<file path="src/rtl/ay_multichip_sequencer_pkg.sv">
// ---------------------------------------------------------------------------
// ay_seq_pkg : shared types and control-code constants for the AY sequencer
// Revision   : 1.0 initial release
// ---------------------------------------------------------------------------
`default_nettype none

package ay_seq_pkg;

  typedef enum logic [1:0] {
    CYC_IDLE  = 2'b00,
    CYC_READ  = 2'b01,
    CYC_WRITE = 2'b10,
    CYC_ADDR  = 2'b11
  } cyc_t;

  typedef enum logic [2:0] {
    ST_IDLE    = 3'd0,
    ST_SETUP   = 3'd1,
    ST_STROBE  = 3'd2,
    ST_HOLD    = 3'd3,
    ST_WAITEND = 3'd4
  } state_t;

  localparam logic [3:0] CTRL_NIBBLE     = 4'hF;
  localparam int         CTRL_SAA_BIT    = 3;
  localparam int         CTRL_RDMODE_BIT = 1;

  function automatic logic is_ctrl(input logic [7:0] v);
    return v[7:4] == CTRL_NIBBLE;
  endfunction

  // YM index is {~bit2, bit0} so the historic 0xFE/0xFF codes map to chips 0/1
  function automatic logic [1:0] ctrl_ym_idx(input logic [7:0] v);
    return {~v[2], v[0]};
  endfunction

endpackage

`default_nettype wire

</file>
<file path="src/rtl/ay_multichip_sequencer_if.sv">
// ---------------------------------------------------------------------------
// ay_seq_if : AY socket side and internal YM/SAA bus of the sequencer
// Revision  : 1.0 initial release
// ---------------------------------------------------------------------------
`default_nettype none

interface ay_seq_if #(
  parameter int NUM_YM = 2
) ();

  logic              bdir, bc1, bc2, a8, a9_n;
  logic [7:0]        ayd_i;
  logic [7:0]        ayd_o;
  logic              ayd_oe;
  logic              mode_enable_saa, mode_enable_ymfm;
  logic [7:0]        d_i;
  logic [7:0]        d_o;
  logic              d_oe;
  logic [NUM_YM-1:0] ymcs_n;
  logic              ymrd_n, ymwr_n, yma0;
  logic              saacs_n, saawr_n, saaa0;

  // master: the sequencer itself
  modport master (
    input  bdir, bc1, bc2, a8, a9_n, ayd_i, mode_enable_saa, mode_enable_ymfm, d_i,
    output ayd_o, ayd_oe, d_o, d_oe, ymcs_n, ymrd_n, ymwr_n, yma0,
           saacs_n, saawr_n, saaa0
  );

  // slave: AY host plus the FM/SAA chips around it
  modport slave (
    output bdir, bc1, bc2, a8, a9_n, ayd_i, mode_enable_saa, mode_enable_ymfm, d_i,
    input  ayd_o, ayd_oe, d_o, d_oe, ymcs_n, ymrd_n, ymwr_n, yma0,
           saacs_n, saawr_n, saaa0
  );

endinterface

`default_nettype wire

</file>
<file path="src/rtl/ay_bus_sync.sv">
// ---------------------------------------------------------------------------
// ay_bus_sync : 2-FF sync of AY bus control, stability filter, cycle decode
// Revision    : 1.0 initial release
// ---------------------------------------------------------------------------
`default_nettype none

module ay_bus_sync
  import ay_seq_pkg::*;
(
  input  logic clk,
  input  logic rst,
  input  logic bdir,
  input  logic bc1,
  input  logic bc2,
  input  logic a8,
  input  logic a9_n,
  output cyc_t bus_type,
  output logic rec,
  output cyc_t rec_type
);

  logic [4:0] meta;
  logic [4:0] sync;
  logic [1:0] prev;
  logic       bus_ok;

  always_ff @(posedge clk) begin
    if (rst) begin
      meta <= '0;
      sync <= '0;
      prev <= '0;
    end else begin
      meta <= {bdir, bc1, bc2, a8, a9_n};
      sync <= meta;
      prev <= sync[4:3];
    end
  end

  assign bus_ok   = sync[2] & sync[1] & ~sync[0];
  assign bus_type = cyc_t'(sync[4:3]);
  assign rec_type = bus_type;
  // a type counts only once it has been seen on two consecutive edges
  assign rec      = bus_ok && (sync[4:3] == prev) && (sync[4:3] != 2'b00);

endmodule

`default_nettype wire

</file>
<file path="src/rtl/ay_multichip_sequencer.sv">
// ---------------------------------------------------------------------------
// ay_multichip_sequencer : routes AY bus cycles to NUM_YM FM chips or the SAA
// Revision : 1.0 initial release   Option macro: YM_READ_EN (chip reads)
// ---------------------------------------------------------------------------
`default_nettype none

module ay_multichip_sequencer
  import ay_seq_pkg::*;
#(
  parameter int NUM_YM       = 2,
  parameter int SETUP_CYCLES = 1,
  parameter int STB_CYCLES   = 4,
  parameter int HOLD_CYCLES  = 1
) (
  input  logic     fclk,
  input  logic     rst,
  ay_seq_if.master bus
);

  localparam logic [3:0] SETUP_LOAD = 4'(SETUP_CYCLES - 1);
  localparam logic [3:0] STB_LOAD   = 4'(STB_CYCLES - 1);
  localparam logic [3:0] HOLD_LOAD  = 4'(HOLD_CYCLES - 1);
  localparam logic [2:0] NUM_YM_W   = 3'(NUM_YM);

  cyc_t   bus_type, rec_type;
  logic   rec;

  state_t state, state_nxt;
  logic [3:0] cnt, cnt_nxt;

  logic       acc_saa, acc_saa_nxt;
  logic [1:0] acc_idx, acc_idx_nxt;
  logic       acc_rd, acc_rd_nxt;

  logic       sel_saa, sel_rdmode;
  logic [1:0] sel_idx;

  logic [NUM_YM-1:0] ymcs_n_r, ymcs_nxt;
  logic ymwr_n_r, ymwr_nxt, ymrd_n_r, ymrd_nxt;
  logic saacs_n_r, saacs_nxt, saawr_n_r, saawr_nxt;
  logic d_oe_r, d_oe_nxt;
  logic yma0_r, saaa0_r;
  logic [7:0] d_o_r;

  logic       ctrl_code, read_ok, start, ctrl_hit, idx_ok;
  logic [1:0] ctrl_idx;

  ay_bus_sync u_sync (
    .clk      (fclk),
    .rst      (rst),
    .bdir     (bus.bdir),
    .bc1      (bus.bc1),
    .bc2      (bus.bc2),
    .a8       (bus.a8),
    .a9_n     (bus.a9_n),
    .bus_type (bus_type),
    .rec      (rec),
    .rec_type (rec_type)
  );

  assign ctrl_code = (rec_type == CYC_ADDR) && is_ctrl(bus.ayd_i);
`ifdef YM_READ_EN
  assign read_ok   = ~sel_saa;
`else
  assign read_ok   = 1'b0;
`endif
  assign start     = (state == ST_IDLE) && rec && !ctrl_code &&
                     !((rec_type == CYC_READ) && !read_ok);
  assign ctrl_hit  = (state == ST_IDLE) && rec && ctrl_code;
  assign ctrl_idx  = ctrl_ym_idx(bus.ayd_i);
  assign idx_ok    = ({1'b0, ctrl_idx} < NUM_YM_W) &&
                     (bus.mode_enable_ymfm || (ctrl_idx == 2'd0));

  // FSM: state register (outputs are registered from their next values)
  always_ff @(posedge fclk) begin
    if (rst) begin
      state     <= ST_IDLE;
      cnt       <= '0;
      acc_saa   <= 1'b0;
      acc_idx   <= '0;
      acc_rd    <= 1'b0;
      ymcs_n_r  <= '1;
      ymwr_n_r  <= 1'b1;
      ymrd_n_r  <= 1'b1;
      saacs_n_r <= 1'b1;
      saawr_n_r <= 1'b1;
      d_oe_r    <= 1'b0;
    end else begin
      state     <= state_nxt;
      cnt       <= cnt_nxt;
      acc_saa   <= acc_saa_nxt;
      acc_idx   <= acc_idx_nxt;
      acc_rd    <= acc_rd_nxt;
      ymcs_n_r  <= ymcs_nxt;
      ymwr_n_r  <= ymwr_nxt;
      ymrd_n_r  <= ymrd_nxt;
      saacs_n_r <= saacs_nxt;
      saawr_n_r <= saawr_nxt;
      d_oe_r    <= d_oe_nxt;
    end
  end

  // FSM: next state, shared down-counter and latched access target
  always_comb begin
    state_nxt   = state;
    cnt_nxt     = cnt;
    acc_saa_nxt = acc_saa;
    acc_idx_nxt = acc_idx;
    acc_rd_nxt  = acc_rd;
    case (state)
      ST_IDLE: begin
        if (start) begin
          state_nxt   = ST_SETUP;
          cnt_nxt     = SETUP_LOAD;
          acc_saa_nxt = sel_saa;
          acc_idx_nxt = sel_idx;
          acc_rd_nxt  = (rec_type == CYC_READ);
        end else if (rec) begin
          state_nxt = ST_WAITEND;
        end
      end
      ST_SETUP: begin
        if (cnt == 4'd0) begin
          state_nxt = ST_STROBE;
          cnt_nxt   = STB_LOAD;
        end else begin
          cnt_nxt = cnt - 4'd1;
        end
      end
      ST_STROBE: begin
        if (cnt == 4'd0) begin
          state_nxt = ST_HOLD;
          cnt_nxt   = HOLD_LOAD;
        end else begin
          cnt_nxt = cnt - 4'd1;
        end
      end
      ST_HOLD: begin
        if (cnt == 4'd0) state_nxt = ST_WAITEND;
        else             cnt_nxt   = cnt - 4'd1;
      end
      ST_WAITEND: begin
        if (bus_type == CYC_IDLE) state_nxt = ST_IDLE;
      end
      default: state_nxt = ST_IDLE;
    endcase
  end

  // FSM: output decode of the upcoming state
  always_comb begin
    logic cs_act, stb;
    cs_act   = (state_nxt == ST_SETUP) || (state_nxt == ST_STROBE) ||
               (state_nxt == ST_HOLD);
    stb      = (state_nxt == ST_STROBE);
    ymcs_nxt = '1;
    for (int i = 0; i < NUM_YM; i++) begin
      if (cs_act && !acc_saa_nxt && (acc_idx_nxt == 2'(i))) ymcs_nxt[i] = 1'b0;
    end
    ymwr_nxt  = ~(stb & ~acc_saa_nxt & ~acc_rd_nxt);
`ifdef YM_READ_EN
    ymrd_nxt  = ~(stb & ~acc_saa_nxt & acc_rd_nxt);
`else
    ymrd_nxt  = 1'b1;
`endif
    saacs_nxt = ~(cs_act & acc_saa_nxt);
    saawr_nxt = ~(stb & acc_saa_nxt);
    d_oe_nxt  = cs_act & ~acc_rd_nxt;
  end

  // Selection, address line and write data
  always_ff @(posedge fclk) begin
    if (rst) begin
      sel_saa    <= 1'b0;
      sel_idx    <= '0;
      sel_rdmode <= 1'b1;
      yma0_r     <= 1'b0;
      saaa0_r    <= 1'b0;
      d_o_r      <= '0;
    end else begin
      if (ctrl_hit) begin
        if (!bus.ayd_i[CTRL_SAA_BIT]) begin
          if (bus.mode_enable_saa) sel_saa <= 1'b1;
        end else if (idx_ok) begin
          sel_saa    <= 1'b0;
          sel_idx    <= ctrl_idx;
          sel_rdmode <= bus.ayd_i[CTRL_RDMODE_BIT];
        end
      end
      if (start) begin
        if (sel_saa) saaa0_r <= (rec_type == CYC_ADDR);
        else         yma0_r  <= (rec_type == CYC_WRITE) ||
                                ((rec_type == CYC_READ) && sel_rdmode);
        if (rec_type != CYC_READ) d_o_r <= bus.ayd_i;
      end
    end
  end

`ifdef YM_READ_EN
  logic [7:0] ayd_o_r;
  logic       ayd_oe_r, rd_pend;

  // read data is latched as the strobe ends and driven once the FSM moves on
  always_ff @(posedge fclk) begin
    if (rst) begin
      ayd_o_r  <= '0;
      ayd_oe_r <= 1'b0;
      rd_pend  <= 1'b0;
    end else begin
      if ((state == ST_STROBE) && (cnt == 4'd0) && acc_rd) begin
        ayd_o_r <= bus.d_i;
        rd_pend <= 1'b1;
      end else if (bus_type != CYC_READ) begin
        rd_pend <= 1'b0;
      end
      ayd_oe_r <= rd_pend && (bus_type == CYC_READ);
    end
  end

  assign bus.ayd_o  = ayd_o_r;
  assign bus.ayd_oe = ayd_oe_r;
`else
  assign bus.ayd_o  = 8'h00;
  assign bus.ayd_oe = 1'b0;
`endif

  assign bus.ymcs_n  = ymcs_n_r;
  assign bus.ymwr_n  = ymwr_n_r;
  assign bus.ymrd_n  = ymrd_n_r;
  assign bus.yma0    = yma0_r;
  assign bus.saacs_n = saacs_n_r;
  assign bus.saawr_n = saawr_n_r;
  assign bus.saaa0   = saaa0_r;
  assign bus.d_o     = d_o_r;
  assign bus.d_oe    = d_oe_r;

endmodule

`default_nettype wire

</file>
<file path="src/flat_wrapper.sv">
// flat-port wrapper written by rule: the top's interface ports become plain ports
module ay_multichip_sequencer_flat import ay_seq_pkg::*;
#(
  parameter int NUM_YM       = 2,
  parameter int SETUP_CYCLES = 1,
  parameter int STB_CYCLES   = 4,
  parameter int HOLD_CYCLES  = 1
)
  (fclk, rst, bus_bdir, bus_bc1, bus_bc2, bus_a8, bus_a9_n, bus_ayd_i, bus_mode_enable_saa, bus_mode_enable_ymfm, bus_d_i, bus_ayd_o, bus_ayd_oe, bus_d_o, bus_d_oe, bus_ymcs_n, bus_ymrd_n, bus_ymwr_n, bus_yma0, bus_saacs_n, bus_saawr_n, bus_saaa0);
  ay_seq_if #(.NUM_YM(NUM_YM)) bus_i ();
  input  logic fclk;
  input  logic rst;
  input wire logic [$bits(bus_i.bdir)-1:0] bus_bdir;
  input wire logic [$bits(bus_i.bc1)-1:0] bus_bc1;
  input wire logic [$bits(bus_i.bc2)-1:0] bus_bc2;
  input wire logic [$bits(bus_i.a8)-1:0] bus_a8;
  input wire logic [$bits(bus_i.a9_n)-1:0] bus_a9_n;
  input wire logic [$bits(bus_i.ayd_i)-1:0] bus_ayd_i;
  input wire logic [$bits(bus_i.mode_enable_saa)-1:0] bus_mode_enable_saa;
  input wire logic [$bits(bus_i.mode_enable_ymfm)-1:0] bus_mode_enable_ymfm;
  input wire logic [$bits(bus_i.d_i)-1:0] bus_d_i;
  output wire logic [$bits(bus_i.ayd_o)-1:0] bus_ayd_o;
  output wire logic [$bits(bus_i.ayd_oe)-1:0] bus_ayd_oe;
  output wire logic [$bits(bus_i.d_o)-1:0] bus_d_o;
  output wire logic [$bits(bus_i.d_oe)-1:0] bus_d_oe;
  output wire logic [$bits(bus_i.ymcs_n)-1:0] bus_ymcs_n;
  output wire logic [$bits(bus_i.ymrd_n)-1:0] bus_ymrd_n;
  output wire logic [$bits(bus_i.ymwr_n)-1:0] bus_ymwr_n;
  output wire logic [$bits(bus_i.yma0)-1:0] bus_yma0;
  output wire logic [$bits(bus_i.saacs_n)-1:0] bus_saacs_n;
  output wire logic [$bits(bus_i.saawr_n)-1:0] bus_saawr_n;
  output wire logic [$bits(bus_i.saaa0)-1:0] bus_saaa0;
  assign bus_i.bdir = bus_bdir;
  assign bus_i.bc1 = bus_bc1;
  assign bus_i.bc2 = bus_bc2;
  assign bus_i.a8 = bus_a8;
  assign bus_i.a9_n = bus_a9_n;
  assign bus_i.ayd_i = bus_ayd_i;
  assign bus_i.mode_enable_saa = bus_mode_enable_saa;
  assign bus_i.mode_enable_ymfm = bus_mode_enable_ymfm;
  assign bus_i.d_i = bus_d_i;
  assign bus_ayd_o = bus_i.ayd_o;
  assign bus_ayd_oe = bus_i.ayd_oe;
  assign bus_d_o = bus_i.d_o;
  assign bus_d_oe = bus_i.d_oe;
  assign bus_ymcs_n = bus_i.ymcs_n;
  assign bus_ymrd_n = bus_i.ymrd_n;
  assign bus_ymwr_n = bus_i.ymwr_n;
  assign bus_yma0 = bus_i.yma0;
  assign bus_saacs_n = bus_i.saacs_n;
  assign bus_saawr_n = bus_i.saawr_n;
  assign bus_saaa0 = bus_i.saaa0;
  ay_multichip_sequencer #(.NUM_YM(NUM_YM), .SETUP_CYCLES(SETUP_CYCLES), .STB_CYCLES(STB_CYCLES), .HOLD_CYCLES(HOLD_CYCLES)) u_core (.fclk(fclk), .rst(rst), .bus(bus_i));
endmodule
</file>
<file path="config.mk">
export PLATFORM = sky130hd
export DESIGN_NAME = ay_multichip_sequencer_flat
export DESIGN_NICKNAME = d
export VERILOG_FILES = /design/src/rtl/ay_multichip_sequencer_pkg.sv /design/src/rtl/ay_multichip_sequencer_if.sv /design/src/rtl/ay_bus_sync.sv /design/src/rtl/ay_multichip_sequencer.sv /design/src/flat_wrapper.sv
export SDC_FILE = /design/constraint.sdc
export NUM_CORES = 1
export LEC_CHECK = 0
export CORE_MARGIN = 1
export CORE_UTILIZATION = 47
export DETAILED_ROUTE_END_ITERATION = 12
export GPL_TIMING_DRIVEN = 0
export HOLD_SLACK_MARGIN = 0.12
export PLACE_DENSITY = 0.83
export SLEW_MARGIN = 5
export SYNTH_ARGS = -nofsm -noshare
export SYNTH_HDL_FRONTEND = slang
export SYNTH_HIERARCHICAL = 1
export SYNTH_SLANG_ARGS = --single-unit
</file>
<file path="constraint.sdc">
create_clock -name fclk -period 2.35 [get_ports fclk]
set_input_delay 0.705 -clock fclk [delete_from_list [all_inputs] [get_ports fclk]]
set_output_delay 0.705 -clock fclk [all_outputs]
set_load 0.03 [all_outputs]
</file>
==> results of run 1 <==
stage by stage:
stage,utilization [%],setup TNS (ns),area (um2)
final,64.0,0,2380
after global routing,64.0,-0.0616,2380
after CTS,63.8,0,2370
after detailed placement,61.0,-2.70,2270
after global placement,61.0,-2.11,2270
after floorplan,-,0,1890
power breakdown:
group          switching (W)  total [W]  internal [W]
sequential         0.0000105   0.000756      0.000746
combinational      0.0000995   0.000181     0.0000811
clock               0.000248   0.000515      0.000267
total               0.000358    0.00145       0.00109
cells in the final DEF, fill, tap and decap left out, drive strengths merged, types with 5 or more instances in the layout:
cell type	Yosys	final
clkbuf	4	11
nand3	7	7
inv	7	7
nand2	27	27
a21oi	17	17
conb	2	10
nor2	7	7
buf	18	19
o21ai	11	11
clkdlybuf4s50	0	32
dfxtp	43	43
nor2b	12	12
nand2b	5	5
what timing repair did:
item                       in CTS  in global routing
setup buffers                   0                  1
setup endpoints to repair       0                 14
hold buffers                    0                  0
gates resized for setup         0                  2
layout make-up:
cell class,count,area (um2)
fill,310,1340
sequential,43,861
multi-input combinational,143,853
timing repair buffer,33,328
buffer,22,148
clock buffer,7,96.3
tap,48,60.1
inverter,7,26.3
clock inverter,1,7.51
state kept, by name, summed over array words and instances, names as in the netlist:
| signal | flops |
|---|---|
| u_core/sel_rdmode | 1 |
| u_core/acc_idx | 2 |
| u_core/bus.ymwr_n | 1 |
| u_core/bus.d_o | 8 |
| u_core/acc_rd | 1 |
| u_core/u_sync/prev | 2 |
| u_core/cnt | 4 |
| u_core/bus.ymcs_n | 2 |
| u_core/bus.yma0 | 1 |
| u_core/bus.saawr_n | 1 |
| u_core/sel_idx | 2 |
| u_core/sel_saa | 1 |
| u_core/bus.saaa0 | 1 |
| u_core/state | 3 |
| u_core/bus.saacs_n | 1 |
| u_core/u_sync/meta | 5 |
| u_core/acc_saa | 1 |
| u_core/u_sync/sync | 5 |
| u_core/bus.d_oe | 1 |
kinds of logic (layout without fill, tap and decap cells):
family	count (synthesis)	count (layout)	synth area share (%)
AO/OA/AOI/OAI	45	45	15.4
XOR/XNOR	1	1	0.472
adder cells (fa/ha/maj)	2	2	1.35
buffers and inverters	29	70	9.30
flip-flops	43	43	46.4
multiplexers	2	2	1.08
other	2	10	0.404
AND/OR/NAND/NOR	83	83	25.7
critical path, stage by stage (launching register included):
cell	delay (ns)
dfxtp_1	0.40
and4bb_1	0.21
a31oi_1	0.05
nor3_2	0.21
nor4b_4	0.31
o211ai_2	0.19
buf_6	0.18
a21o_1	0.21
or3_1	0.36
routing by layer:
metal	vias up	wire [um]	part of all wire [%]
met5	-	0	0
met4	0	44	1.1
met3	5	185	4.8
met2	51	1910	49
met1	720	1740	45
li1	791	-	-
worst max-delay path by stage:
stage	startpoint	to	slack (ns)	cells past startpoint
2_1_floorplan	u_core/u_sync/sync[3]	u_core/bus.saacs_n	0.32	8
3_3_place_gp	bus_ayd_i[7]	u_core/bus.d_o[3]	-0.15	7
3_5_place_dp	bus_ayd_i[5]	u_core/bus.d_o[3]	-0.25	7
4_1_cts	bus_ayd_i[7]	u_core/bus.d_o[3]	0.05	7
5_1_grt	u_core/u_sync/sync[4]	u_core/cnt[0]	-0.03	8
6_report	u_core/u_sync/sync[4]	u_core/bus.saacs_n	0.11	8
==> flow_metrics.tcl, run 1 <==
set metrics [dict create \
    grt_pass1_vias 1478 \
    min_from "u_core/u_sync/meta[2]" \
    synth_warnings 6 \
    drive_gt1_share_pct 14.5 \
    use_met3_pct 4.58 \
    drtPass1Iterations 5 \
    overflow 0 \
    r2r_cells 8 \
    ir_drop_mv 0.482 \
    setup_slack_ns 0.106 \
    crit_arrival_ns 2.42 \
    max_slew.worst_pin.slew_ns 0.500 \
    cp-end-kind "flop" \
    status "finished clean" \
    syn_area_per_cell_um2 8.97 \
    ys_ff_latch 43 \
    drt-initial-drc-count 90 \
    synth.area.top_cells "dfxtp_1, buf_4, nand2_1" \
    die_x_um 64.9 \
    hold_depth 1 \
    hp-class "reg2reg" \
    hold_viol 0 \
    finalCritPeriodShare_pct 95.5 \
    htreeDepth 2 \
    clock_skew_ns 0.00632 \
    viasPerCell 5.15 \
    ant_nets 0 \
    seq_area_frac_synth_pct 46.4 \
    cts_root_buffer "clkbuf_8" \
    power.leakage_nw 0.934 \
    worstSetupPathType "reg2reg" \
    numCtsBuffers 5 \
    die_area_um2 4210 \
    grtUsageMet1_pct 22.8 \
    max_cap_viol_count 0 \
    antenna_found_initial 0 \
    synthFlopType "dfxtp_1" \
    fmax_mhz 446 \
    clockBufferDepth 2 \
    max_slew_margin_pct 66.6 \
    p_per_area_nw_per_um2 610 \
    grt_pass1_wl_um 6360 \
    fin_crit_ns 2.24 \
    row_count 22 \
    num_io_pins 51 \
    clock-sinks 43 \
    async_flop_share_pct 0 \
    required_ns 2.53 \
    grt_max_degree 14 \
    syn_inst 207 \
    synth.top_cells.by_count "dfxtp_1, nand2_1, a21oi_1, buf_4" \
    ys_types 45 \
    use_met2_pct 34.0 \
    dp_hpwl_um 2750 \
    portBuffers 32 \
    drv_slew 0 \
    r2r_start "u_core/u_sync/sync[4]" \
    critPathMaxFanout 10 \
    path_clk_slew_ns 0.08 \
    synth_area_leader_cell "dfxtp_1" \
    placed_cells 295 \
    rr_endpoint "u_core/bus.saacs_n" \
    synth-edff-count 0 \
    post-place-ws_ns -0.247 \
    cts_tree "yes" \
    netlist.area_leader.share_pct 46.4 \
    r2r_slack_ns 0.11 \
    hold_ws_ns 0.438 \
    clock_latency_ns 0.29 \
    vias 1567 \
    area_growth_pct 28.2 \
    top_usage_layer "met2" \
    total_power_w 0.00145 \
    initial_core_util_pct 50.0 \
    totalWireLength_um 3880 \
    final_cells 304 \
    setup_violations 0 \
    gp_congestion 0.844 \
    yosysMostFrequentCell "dfxtp_1" \
    drc 0 \
    nets 282 \
    netlist_area_um2 1860 \
    cp-start-kind "flop" \
    min_to "u_core/u_sync/sync[2]" \
    core_um2 3720 \
    grt_use_total_pct 19.6 \
    die_y_um 64.9 \
    num_antenna_cells 0 \
    wl_per_cell_um 12.8 \
]
No activity file was read; power rests on OpenSTA's default activity.
==> inputs of run 2 (changes only) <==
--- a/config.mk
+++ b/config.mk
@@ -9,7 +9,7 @@
 export CORE_UTILIZATION = 47
 export DETAILED_ROUTE_END_ITERATION = 12
 export GPL_TIMING_DRIVEN = 0
-export HOLD_SLACK_MARGIN = 0.12
+export HOLD_SLACK_MARGIN = 0.02
 export PLACE_DENSITY = 0.83
 export SLEW_MARGIN = 5
 export SYNTH_ARGS = -nofsm -noshare
==> results of run 2 <==
The final DEF is identical to that of run 1; final timing and power are the same.
==> inputs of run 3 (changes only) <==
--- a/config.mk
+++ b/config.mk
@@ -7,10 +7,12 @@
 export LEC_CHECK = 0
 export CORE_MARGIN = 1
 export CORE_UTILIZATION = 47
+export CTS_CLUSTER_DIAMETER = 100
 export DETAILED_ROUTE_END_ITERATION = 12
 export GPL_TIMING_DRIVEN = 0
 export HOLD_SLACK_MARGIN = 0.02
 export PLACE_DENSITY = 0.83
+export SETUP_SLACK_MARGIN = 0.3
 export SLEW_MARGIN = 5
 export SYNTH_ARGS = -nofsm -noshare
 export SYNTH_HDL_FRONTEND = slang
==> flow_metrics.tcl, run 3 (same netlist as run 1, synthesis figures left out) <==
set metrics [dict create \
    drt-initial-drc-count 76 \
    n_fill_cell 280 \
    hold_viol 0 \
    crit_start "u_core/u_sync/prev[0]" \
    initial_core_util_pct 50.0 \
    antenna_found_initial 0 \
    crit_arrival_ns 2.31 \
    clockBufferDepth 2 \
    setup_violations 0 \
    rsz0062_at_grt "true" \
    numCtsBuffers 5 \
    core_um2 3720 \
    num_antenna_cells 0 \
    nets 294 \
    num_io_pins 51 \
    drv_slew 0 \
    regArea_um2 866 \
    cp-end-kind "flop" \
    clock-sinks 43 \
    drtPass1Iterations 4 \
    largest_reg_flops 8 \
    wl_per_cell_um 14.3 \
    max_cap_viol_count 0 \
    cts_root_buffer "clkbuf_8" \
    post-place-ws_ns -0.247 \
    min_from "u_core/u_sync/meta[2]" \
    max_slew_margin_pct 62.0 \
    placed_cells 295 \
    required_ns 2.53 \
    dp_hpwl_um 2750 \
    path_cells "and4bb_1 -> a31oi_1 -> nor3_2 -> nor4b_4 -> o211ai_2 -> buf_4 -> mux2i_2 -> or3b_4" \
    grt_use_total_pct 20.4 \
    fmax_mhz 469 \
    path_clk_slew_ns 0.07 \
    totalWireLength_um 4520 \
    min_to "u_core/u_sync/sync[2]" \
    finalCritPeriodShare_pct 90.7 \
    setup_slack_ns 0.219 \
    grt_pass1_wl_um 6580 \
    hold_ws_ns 0.438 \
    r2r_cells 8 \
    drc 0 \
    final_cells 316 \
    max_slew.worst_pin.slew_ns 0.567 \
    gp_congestion 0.844 \
    overflow 0 \
    place_area_um2 2270 \
    drive_gt1_share_pct 23.9 \
    clock_latency_ns 0.29 \
    viasPerCell 5.16 \
    status "finished clean" \
    mostFrequentLayoutCells "dfxtp_1, nand2_1, buf_4" \
    die_x_um 64.9 \
    ir_drop_mv 0.485 \
    postLayoutCellArea_um2 2550 \
    clock_skew_ns 0.00840 \
    htreeDepth 2 \
    area_growth_pct 37.3 \
    vias 1630 \
    critPathMaxFanout 3 \
    ant_nets 0 \
    worstSetupPathType "reg2reg" \
    fin_crit_ns 2.13 \
    die_y_um 64.9 \
    power.leakage_nw 1.07 \
    grt_max_degree 14 \
    portBuffers 32 \
    postCtsHoldBufs 0 \
    r2r_start "u_core/u_sync/prev[0]" \
    row_count 22 \
    grt_pass1_vias 1534 \
    rr_endpoint "u_core/bus.ymcs_n[1]" \
    r2r_slack_ns 0.22 \
    hold_depth 1 \
    tns_ns 0 \
    layout_commonest_cell "dfxtp_1" \
    p_per_area_nw_per_um2 575 \
    die_area_um2 4210 \
    cts_tree "yes" \
    multi_input_area_um2 902 \
    cp-start-kind "flop" \
    slowest_delay_ns 0.37 \
    hp-class "reg2reg" \
    cp_slowest_cell "or3b_4" \
]
-- run 3: cell count changes in the layout (fill, tap and decap cells not counted), moves of 2 or more --
| cell | change |
|---|---|
| a21oi_1 | -4 |
| a21oi_2 | +4 |
| buf_4 | +11 |
| clkbuf_1 | -2 |
| clkdlybuf4s50_1 | -7 |
| dfxtp_1 | -4 |
| dfxtp_2 | +4 |
| dlygate4sd2_1 | +2 |
| dlymetal6s2s_1 | +5 |
-- run 3: routing by layer --
layer	up-vias	wire (um)	part of all wire (%)	track usage (%)
met3	6	149	3.3	4.75
li1	815	-	-	-
met4	0	46	1.0	10.0
met1	766	1960	43	23.3
met5	-	0	0	0
met2	43	2360	52	35.2
-- run 3: area by class of cell --
class / instances / share of cell area [%]
flip-flops and latches: 43 / 34.0
repair buffers: 45 / 16.7
well taps: 48 / 2.36
multi-input cells: 143 / 35.4
clock buffers: 7 / 3.78
plain buffers: 22 / 6.53
inverters: 7 / 1.03
clock inverters: 1 / 0.294
-- run 3: worst max-delay path by stage --
stage,endpoint,slack [ns],cells past startpoint
3_3_place_gp,u_core/bus.d_o[3],-0.15,7
3_5_place_dp,u_core/bus.d_o[3],-0.25,7
5_1_grt,u_core/bus.ymcs_n[1],0.14,8
6_report,u_core/bus.ymcs_n[1],0.22,8
4_1_cts,u_core/bus.saacs_n,0.26,8
2_1_floorplan,u_core/bus.saacs_n,0.32,8
-- run 3: metrics by stage --
step | utilization, % | total power [W]
CTS | 65.9 | 0.00146
floorplan | - | 0.000892
global placement | 61.0 | 0.000947
finish | 68.6 | 0.00147
detailed placement | 61.0 | 0.000951
global route | 68.6 | 0.00152
-- run 3: timing repair --
| action | CTS | global route |
|---|---|---|
| pin swaps | 5 | 2 |
| cloned | 1 | 0 |
| buffers inserted | 8 | 4 |
| resized for setup | 8 | 25 |
| hold endpoints to repair | 0 | 0 |
| endpoints found under the setup margin | 24 | 30 |
-- run 3: report_power, final --
group          switching (W)  internal [W]
registers          0.0000103      0.000746
logic               0.000106     0.0000855
clock network       0.000251      0.000267
total               0.000368       0.00110
-- run 3: critical path, delay by kind of cell (launching register included) --
| kind | cells | cell delay (ns) |
|---|---|---|
| mux | 1 | 0.16 |
| simple gates | 4 | 1.12 |
| compound gates | 2 | 0.23 |
| buf+inv | 1 | 0.18 |
| flops | 1 | 0.32 |
==> RTL change (flow settings as in run 3) <==
Add a define of `YM_READ_EN`.
--- a/src/rtl/ay_multichip_sequencer.sv
+++ b/src/rtl/ay_multichip_sequencer.sv
@@ -3,6 +3,8 @@
 // Revision : 1.0 initial release   Option macro: YM_READ_EN (chip reads)
 // ---------------------------------------------------------------------------
 `default_nettype none
+
+`define YM_READ_EN
 
 module ay_multichip_sequencer
   import ay_seq_pkg::*;
Behaviour: not the same (Yosys sat finds a counterexample within 10 cycles, from zero or initial values and one cycle with rst high).
==> RTL change against run 3 <==
  * Setup slack improved by 0.043 ns
  * Critical endpoint is now u_core/bus.ymrd_n
  * Routed wire length rose by 15%
  * Sequential cell count rose by 11
  * Maximum frequency rose by 2.1%
  * Cell count rose by 7.9%
  * Synthesized area rose by 18%
  * Final area rose by 20%
  * Utilization rose by 0.65 points
Power is not compared: it rests on default switching activity, and its combinational part moved more than twofold at a synthesized area within 25%.
==> RTL change: results <==
run_status:
  run_status: "complete, no violations"
global_route:
  grt_usage: 0.213
  grt_pass1_vias: 1833
  grt_pass1_wl_um: 8230
  grt_max_degree: 17
min_path:
  worstHoldEndpoint: "u_core/u_sync/sync[0]"
  min_from: "u_core/u_sync/meta[0]"
  holdCritPathClass: "flop to flop"
layout:
  nFillCells: 316
  layout-drive-gt1-share: 0.194
logic_synthesis:
  synth_commonest_cells: "54 x dfxtp_1, 23 x nor2_1, 19 x mux2i_1"
  ys_seq_area_frac: 0.492
  syn-instance-count: 220
  synth_area_leaders: "dfxtp_1 49%, mux2i_1 8.7%, nor2_1 3.9%"
  syn_nets: 247
  yosysUniqueCellTypes: 50
placed_design:
  gp_congestion: 0.809
  portBuffers: 50
  dp.cells: 322
  postPlaceCellArea_um2: 2760
  pre_cts_ws_ns: -0.362
  dpl.hpwl_um: 3540
setup_path:
  reg2reg_slack_ns: 0.26
  worst_r2r_startpoint: "u_core/u_sync/sync[3]"
  cp.arrival_ns: 2.26
  crit_fanout: 5
  r2r-end: "u_core/bus.ymrd_n"
timing:
  fin_skew_ns: 0.00667
  max_slew.worst_pin.slew_ns: 0.557
  whs_ns: 0.438
clock_network:
  path_clk_slew_ns: 0.09
  clock_latency_ns: 0.31
drt:
  drtIter0Drc: 115
  num_vias: 1868
  wirelength_um: 5190
  routedWlPerCell_um: 15.2
RTL change: cell count changes after synthesis, moves of 9 or more:
cell     change
nand2_1     -21
mux2i_1     +17
dfxtp_1     +11
a21oi_1     -11
nor2_1      +16
buf_4        -9
RTL change: area by class of cell:
type,count,share of cell area
sequential,54,0.356
multi-input combinational,142,0.346
timing repair buffer,61,0.202
buffer,15,0.0331
clock buffer,6,0.0270
tap,52,0.0213
inverter,9,0.0110
clock inverter,2,0.00409
RTL change: how the worst max path moves through the flow:
stage | slack [ns] | cells after the start | startpoint | end
after floorplan | 0.42 | 7 | u_core/u_sync/sync[3] | u_core/bus.ymrd_n
after global placement | -0.31 | 6 | bus_ayd_i[5] | u_core/bus.ymcs_n[0]
after detailed placement | -0.36 | 6 | bus_ayd_i[6] | u_core/bus.ymcs_n[0]
after CTS | 0.30 | 8 | u_core/u_sync/sync[3] | u_core/bus.ymrd_n
after global routing | 0.20 | 8 | u_core/u_sync/sync[3] | u_core/bus.ymrd_n
final | 0.26 | 8 | u_core/u_sync/sync[3] | u_core/bus.ymrd_n
RTL change: worst max-delay path, cell delays in order, from the launching register on:
cell      delay, ns
dfxtp_2        0.35
and4bb_1       0.26
a31oi_1        0.05
nor3_2         0.16
or4b_4         0.53
a211oi_4       0.20
buf_6          0.16
o21a_1         0.14
nand4_1        0.11
RTL change: cell families after synthesis:
logic type               count (synthesis)  share of synthesized area
XOR/XNOR                                 2                    0.00797
AO/OA/AOI/OAI                           36                      0.120
buffers and inverters                   24                     0.0552
flip-flops                              54                      0.492
AND/OR/NAND/NOR                         83                      0.227
adder cells (fa/ha/maj)                  2                     0.0114
multiplexers                            19                     0.0866
RTL change: per-layer routing:
layer  part of all wire  GRT usage  up-vias
li1                   -          -      907
met1               0.42      0.248      907
met2               0.52      0.371       45
met3              0.045     0.0476        9
met4              0.013     0.0911        0
met5                  0          0        -
RTL change: what timing repair did:
| item | CTS | global route |
|---|---|---|
| pin swaps | 4 | 3 |
| gates cloned | 1 | 0 |
| endpoints found under the hold margin | 0 | 0 |
| buffers inserted | 6 | 4 |
| endpoints found under the setup margin | 31 | 49 |
| resized for setup | 16 | 29 |
RTL change: power by group:
group	switching, mW	total [mW]	leakage (nW)	internal [mW]
clock	0.292	0.529	0.0472	0.237
combinational	0.0358	0.0848	0.995	0.0491
sequential	0.00404	0.927	0.439	0.923
total	0.332	1.54	1.48	1.21
